File: config.mk
export PLATFORM = sky130hd
export DESIGN_NAME = mem_port_arbiter
export DESIGN_NICKNAME = d
export VERILOG_FILES = /design/src/rtl/mem_port_arbiter_pkg.sv /design/src/rtl/mem_port_arbiter_arb_pick.sv /design/src/rtl/mem_port_arbiter.sv
export SDC_FILE = /design/constraint.sdc
export NUM_CORES = 1
export LEC_CHECK = 0
export ABC_CLOCK_PERIOD_IN_PS = 1800
export CAP_MARGIN = 20
export CORE_AREA = 10 10 123 147
export CTS_BUF_LIST = sky130_fd_sc_hd__clkbuf_4
export DETAILED_ROUTE_END_ITERATION = 10
export DIE_AREA = 0 0 133 157
export PLACE_DENSITY_LB_ADDON = 0.1
export SLEW_MARGIN = 0
export SYNTH_ARGS = -nofsm -noshare
export SYNTH_HDL_FRONTEND = slang
export SYNTH_SLANG_ARGS = --single-unit
File: constraint.sdc
create_clock -name clk -period 1.8 [get_ports clk]
set_clock_uncertainty 0.2 [all_clocks]
set_input_delay 0.27 -clock clk [delete_from_list [all_inputs] [get_ports clk]]
set_output_delay 0.27 -clock clk [all_outputs]
set_load 0.03 [all_outputs]
File: src/rtl/mem_port_arbiter_pkg.sv
// Shared encodings for the memory port arbiter: data width, FSM states, owner ids.
package mem_port_arbiter_pkg;

  localparam int WORD = 32;

  typedef enum logic [1:0] {
    ARB_IDLE = 2'd0,
    ARB_REQ  = 2'd1,
    ARB_RESP = 2'd2,
    ARB_DONE = 2'd3
  } arb_state_t;

  localparam logic OWNER_IF  = 1'b0;
  localparam logic OWNER_MEM = 1'b1;

endpackage

File: src/rtl/mem_port_arbiter_arb_pick.sv
// Winner select between fetch and load/store requests.
// MEM_ARB_RR_EN selects round-robin on ties; otherwise MEM always beats IF.
module arb_pick
  import mem_port_arbiter_pkg::*;
(
  input  logic inst_req,
  input  logic data_req,
  input  logic last_owner,
  output logic pick_valid,
  output logic pick_owner
);

`ifndef MEM_ARB_RR_EN
  logic unused_last_owner;
  assign unused_last_owner = last_owner;
`endif

  always_comb begin
    pick_valid = inst_req | data_req;
    pick_owner = OWNER_IF;
    if (data_req && !inst_req) begin
      pick_owner = OWNER_MEM;
    end else if (data_req && inst_req) begin
`ifdef MEM_ARB_RR_EN
      // On a tie, whoever did not own the last transaction goes next.
      pick_owner = (last_owner == OWNER_MEM) ? OWNER_IF : OWNER_MEM;
`else
      pick_owner = OWNER_MEM;
`endif
    end
  end

endmodule

File: src/rtl/mem_port_arbiter.sv
// Shares one memory port between instruction fetch and load/store, one transaction in flight.
// Tie-break policy is set by MEM_ARB_RR_EN (round-robin when defined, MEM-first otherwise).
//
// state    | meaning
// ARB_IDLE | waiting for a request; winner fields latched on exit
// ARB_REQ  | mem_req high, waiting for mem_gnt
// ARB_RESP | waiting for mem_rvalid
// ARB_DONE | owner's done pulse is high
module mem_port_arbiter
  import mem_port_arbiter_pkg::*;
#(
  parameter int DATA_W = WORD
) (
  input  logic              clk,
  input  logic              rstn,
  input  logic              inst_req,
  input  logic [DATA_W-1:0] inst_addr,
  output logic              inst_done,
  output logic [DATA_W-1:0] inst_rdata,
  input  logic              data_req,
  input  logic              data_we,
  input  logic [3:0]        data_wstrb,
  input  logic [DATA_W-1:0] data_addr,
  input  logic [DATA_W-1:0] data_wdata,
  output logic              data_done,
  output logic [DATA_W-1:0] data_rdata,
  output logic              mem_req,
  output logic              mem_we,
  output logic [3:0]        mem_wstrb,
  output logic [DATA_W-1:0] mem_addr,
  output logic [DATA_W-1:0] mem_wdata,
  input  logic              mem_gnt,
  input  logic              mem_rvalid,
  input  logic [DATA_W-1:0] mem_rdata,
  output logic              busy,
  output logic              owner
);

  arb_state_t state_q, state_d;
  logic       pick_valid;
  logic       pick_owner;

  arb_pick u_arb_pick (
    .inst_req   (inst_req),
    .data_req   (data_req),
    .last_owner (owner),
    .pick_valid (pick_valid),
    .pick_owner (pick_owner)
  );

  always_ff @(posedge clk or negedge rstn) begin
    if (!rstn) state_q <= ARB_IDLE;
    else       state_q <= state_d;
  end

  always_comb begin
    state_d = state_q;
    case (state_q)
      ARB_IDLE: if (pick_valid) state_d = ARB_REQ;
      ARB_REQ:  if (mem_gnt)    state_d = ARB_RESP;
      ARB_RESP: if (mem_rvalid) state_d = ARB_DONE;
      ARB_DONE: state_d = ARB_IDLE;
      default:  state_d = ARB_IDLE;
    endcase
  end

  // Decoded straight from the state flop, so no input reaches these combinationally.
  assign mem_req = (state_q == ARB_REQ);
  assign busy    = (state_q != ARB_IDLE);

  always_ff @(posedge clk or negedge rstn) begin
    if (!rstn) begin
      owner      <= OWNER_IF;
      mem_we     <= 1'b0;
      mem_wstrb  <= 4'h0;
      mem_addr   <= '0;
      mem_wdata  <= '0;
      inst_done  <= 1'b0;
      data_done  <= 1'b0;
      inst_rdata <= '0;
      data_rdata <= '0;
    end else begin
      inst_done <= 1'b0;
      data_done <= 1'b0;
      if (state_q == ARB_IDLE && pick_valid) begin
        owner <= pick_owner;
        if (pick_owner == OWNER_MEM) begin
          mem_we    <= data_we;
          mem_wstrb <= data_wstrb;
          mem_addr  <= data_addr;
          mem_wdata <= data_wdata;
        end else begin
          mem_we    <= 1'b0;
          mem_wstrb <= 4'h0;
          mem_addr  <= inst_addr;
          mem_wdata <= '0;
        end
      end
      if (state_q == ARB_RESP && mem_rvalid) begin
        if (owner == OWNER_MEM) begin
          data_done  <= 1'b1;
          data_rdata <= mem_rdata;
        end else begin
          inst_done  <= 1'b1;
          inst_rdata <= mem_rdata;
        end
      end
    end
  end

endmodule

Word level (Yosys, flattened, before mapping)
Index checks and enable logic that the tools add are counted.
{ "classes": {"n_eq_ne": 6, "muxes": 14, "n_bitwise": 2, "reduce_logical": 10} }
{ "op_table": {"columns": ["cell", "count"], "rows": [
  ["2-to-1 mux 32 bit", 2],
  ["one-hot mux 2 bit (4 select lines)", 1],
  ["2-to-1 mux 1 bit", 7],
  ["2-to-1 mux 2 bit", 3],
  ["== test 2 bit, second input constant", 2],
  ["logical AND 1 bit", 4],
  ["2-to-1 mux 4 bit", 1],
  ["!= test 2 bit, second input constant", 2],
  ["AND reduction 2 bit", 2],
  ["AND reduction 3 bit", 1],
  ["== test 2 x 1 -> 1 bit, second input constant", 1],
  ["zero test 2 bit", 1],
  ["!= test 2 x 1 -> 1 bit, second input constant", 1],
  ["nonzero test 2 bit", 1],
  ["zero test 1 bit", 1],
  ["inverter 1 bit", 1],
  ["bitwise OR 1 bit", 1]
]} }
{ "word_totals": {"regBits": 138, "in_bits": 139, "output_inout_bits": 138, "word_cells": 42} }

Longest topological paths before layout
{ "logic_depth": {"depth_word": 4, "depth_mapped": 7, "mapped_depth_nobuf": 5} }

Cells and area by module
A second synthesis with hierarchy kept.
{ "hier_totals": {"cells_unflattened": 461, "hier_area_um2": 5535.3} }
{ "by_module_without_submodules": {"columns": ["module", "instances", "cells_per_inst", "area_per_inst_um2", "seq_area_each_um2"], "rows": [
  ["mem_port_arbiter", 1, 459, 5525.3, 3453.3],
  ["arb_pick", 1, 2, 10.0, 0.0]
]} }

Least setup slack after synthesis
Ideal clock, no wire load.
{ "synth_path": {"path_type": "register -> output", "start": "register state_q[0]", "end": "output busy", "arrival_time_ns": 1.343, "required_ns": 1.330, "slack_ns": -0.013, "stages_incl_launch_ff": 6, "path_buffers": 2, "path_cell_list": "dfrtp_1 > inv_1 > ha_1 > buf_2 > clkbuf_1 > inv_1"} }
{ "synth_between": {"elab_chain_cells": 1} }
{ "synth_rtl": {"columns": ["item", "line", "text"], "rows": [
  ["from (decl)", "mem_port_arbiter.sv:39", "arb_state_t state_q, state_d;"],
  ["from (signal assigned)", "mem_port_arbiter.sv:53", "else state_q <= state_d;"],
  ["nonzero test 2 bit", "mem_port_arbiter.sv:69", "assign busy = (state_q != ARB_IDLE);"],
  ["to (decl)", "mem_port_arbiter.sv:35", "output logic busy,"]
]} }
No other way between the ends.

Worst setup path in the final report
{ "layout_path": {"start": "register state_q[1]", "end": "output busy"} }
Same word-level chain as after synthesis.

==> metrics.yaml <==
worstSetupEndpoint: "busy"
critPathSlowestCell: "dfrtp_1"
grt_pass1_wl_mm: 28.14
critPathRequiredTime_ns: 1.33
finalSetupViolations: 36
clockBufferDepth: 2
io_buffer_count: 276
crit_arrival_ns: 1.43
synthMostInstantiatedCell: "dfrtp_1"
r2r.worst_path.cells: 7
post-route-util: 0.5993
reg2reg_slack_ns: -0.07
grt_usage: 0.1722
fin_area_um2: 9185
first_pass_iters: 4
synth_enable_flop_cells: 0
critPathBufInv: 4
rsz0062_at_grt: "true"
max_stage_delay_ns: 0.42
grt_pass1_vias: 4993
seq_area_um2: 3455
cap_violations: 0
cts_tree: "yes"
dp_hpwl_mm: 13.45
endpoint_kind: "output pin"
worstPathCellList: "inv_2, ha_4, buf_12, inv_4, buf_12"
timing.final.crit_share: 1.057
crit_cells: 5
maxSlewViolCount: 0
htree_levels: 4
root_buffer: "clkbuf_4"
drc: 0
dieArea_um2: 20880
synth-async-reset-ratio: 1.000
netlist_instances: 460
io_pins: 277
multi_input_area_um2: 1997
critPathMaxFanout: 2
synth_area_leader_cell: "dfrtp_1"
violations: "setup timing"
dp_slack_ns: -0.1584
p_leak_nw: 4.389
instances_no_fill: 988
core_um2: 15330
grt_start_max_net_pins: 55
path_class: "flop to output pin"
fin_hold_ws_ns: 0.07649
area_growth_pct: 66.54
nNetsFinal: 909
crit-reg2reg-launch: "state_q[0]$_DFFE_PN0P_"
start_kind: "flop"
ys_types: 17
drt-initial-drc-count: 143
r2r-end: "inst_rdata[17]$_DFFE_PN0P_"
gp_congestion: 0.7673
fillers: 1329
ys_seq_elements: 138
ys_top_cells_by_area: "dfrtp_1 63%, mux2_2 13%, nand2_1 7.4%"
gr-total-overflow: 0
initial_core_util: 0.3598
vias: 4560
hold_viol: 0
ir_drop_v: 0.0008876
fp-row-count: 50
setup_slack_ns: -0.1030
yosys-top-cells-count: "138 x dfrtp_1, 109 x nand2_1, 64 x mux2_2, 38 x nand3_1, 33 x mux2i_1"
avgViaCountPerCell: 4.615
synth.yosys.seq_area_share: 0.6261
ys.flop_type: "dfrtp_1"
hold_path_class: "input pin to flop"
syn_area_per_cell_um2: 11.99
routed_wirelength_mm: 18.08
clock-sinks: 138
min_period_ns: 1.903
power_density_nw_per_um2: 1842
drive_above_1_share: 0.3582
wl_per_cell_um: 18.30
syn-num-nets: 603
max_freq_ghz: 0.5255
ys_warn_count: 0
die_y_um: 157
placed_area_um2: 8702
synth_area_um2: 5515
cts_buffers: 17
antenna_found_initial: 1
critPathLaunch: "state_q[1]$_DFFE_PN0P_"
status: "finished, violations left"
path_common_cell: "buf_12"
crit_family: "flip-flops"
worst_pin_slew_ns: 0.3888
path_clk_slew_ns: 0.13
dp_cells: 935
ant_nets: 0
slew_headroom: 0.7408
synth_top_area_frac: 0.6261
die_w_um: 133
insertion_delay_ns: 0.51
## worst register-to-register path, delay by kind of cell (launching register included)
kind / cells / cell delay [ns]
adder cells (fa/ha/maj): 1 / 0.17
buffers and inverters: 4 / 0.52
flip-flops: 1 / 0.40
multiplexers: 1 / 0.33
AND/OR/NAND/NOR: 1 / 0.14
## repair_timing
item	in CTS	in global routing
endpoints found under the hold margin	142	2
pin swaps	2	1
hold buffers	4	2
gates cloned	5	1
buffers inserted	8	0
gates resized for setup	415	120
endpoints found under the setup margin	168	97
## final cells by class
type,instances,share of cell area
Multi-Input combinational cell,286,0.2174
Clock inverter,15,0.01757
Antenna cell,1,0.0002724
Inverter,7,0.003133
Sequential cell,138,0.3761
Tap cell,208,0.02833
Timing Repair Buffer,316,0.3433
Clock buffer,17,0.01389
## where the power goes
group          internal (W)  switching (W)  total (W)
logic               0.00380        0.00563    0.00943
registers           0.00464       0.000806    0.00545
clock network      0.000852        0.00119    0.00205
total               0.00929        0.00763     0.0169
## worst min-delay path by stage
stage,from,endpoint,cells after the start
after floorplan,rstn,data_done$_DFF_PN0_,0
after global placement,rstn,data_rdata[13]$_DFFE_PN0P_,1
after detailed placement,rstn,data_rdata[13]$_DFFE_PN0P_,1
after CTS,data_wdata[0],mem_wdata[0]$_DFFE_PN0P_,3
after global routing,data_wdata[16],mem_wdata[16]$_DFFE_PN0P_,3
final,data_wdata[10],mem_wdata[10]$_DFFE_PN0P_,3
## cells by family (layout without fill, tap and decap cells)
family | after synthesis | after routing | synth area share
multiplexers | 98 | 98 | 0.1926
AO/OA/AOI/OAI | 34 | 34 | 0.03176
AND/OR/NAND/NOR | 150 | 150 | 0.1114
other | 0 | 1 | 0
adder cells (fa/ha/maj) | 4 | 4 | 0.009075
buffers and inverters | 36 | 355 | 0.02904
flip-flops | 138 | 138 | 0.6261
## stage by stage
step | total power, W | setup TNS [ns]
finish | 0.01692 | -1.886
global route | 0.01797 | -3.798
CTS | 0.01748 | -0.9501
detailed placement | 0.01528 | -3.105
global placement | 0.01508 | -2.007
floorplan | 0.01064 | 0
## registers in the layout (all words and copies together), names as in the netlist
| register | flops |
|---|---|
| data_done | 1 |
| data_rdata | 32 |
| inst_done | 1 |
| inst_rdata | 32 |
| mem_addr | 32 |
| mem_wdata | 32 |
| mem_we | 1 |
| mem_wstrb | 4 |
| owner | 1 |
| state_q | 2 |
## layer usage
metal  routed length [µm]  GRT usage  up-vias
met1                 6748     0.1800     2193
met3                 1640    0.08068       17
met4                  282    0.05824        0
met2                 9412     0.2990      184
li1                     -          -     2166
met5                    0          0        -
## cells in the final DEF (no fill, tap or decap), types with 2 or more instances in the layout
| cell type | n |
|---|---|
| buf_6 | 4 |
| inv_6 | 6 |
| buf_12 | 12 |
| mux2i_1 | 33 |
| bufinv_16 | 2 |
| clkinv_1 | 2 |
| ha_4 | 3 |
| clkinv_4 | 2 |
| inv_2 | 3 |
| dfrtp_1 | 137 |
| nor2_1 | 2 |
| clkdlybuf4s50_1 | 136 |
| o21ai_0 | 30 |
| nand2_1 | 109 |
| o21ai_1 | 2 |
| clkbuf_4 | 18 |
| clkbuf_2 | 10 |
| buf_4 | 16 |
| buf_16 | 3 |
| clkdlybuf4s15_2 | 76 |
| bufbuf_16 | 2 |
| buf_2 | 50 |
| inv_1 | 3 |
| nand3_1 | 37 |
| dlygate4sd3_1 | 5 |
| mux2_4 | 9 |
| mux2_2 | 55 |
No activity file was read; power rests on OpenSTA's default activity.
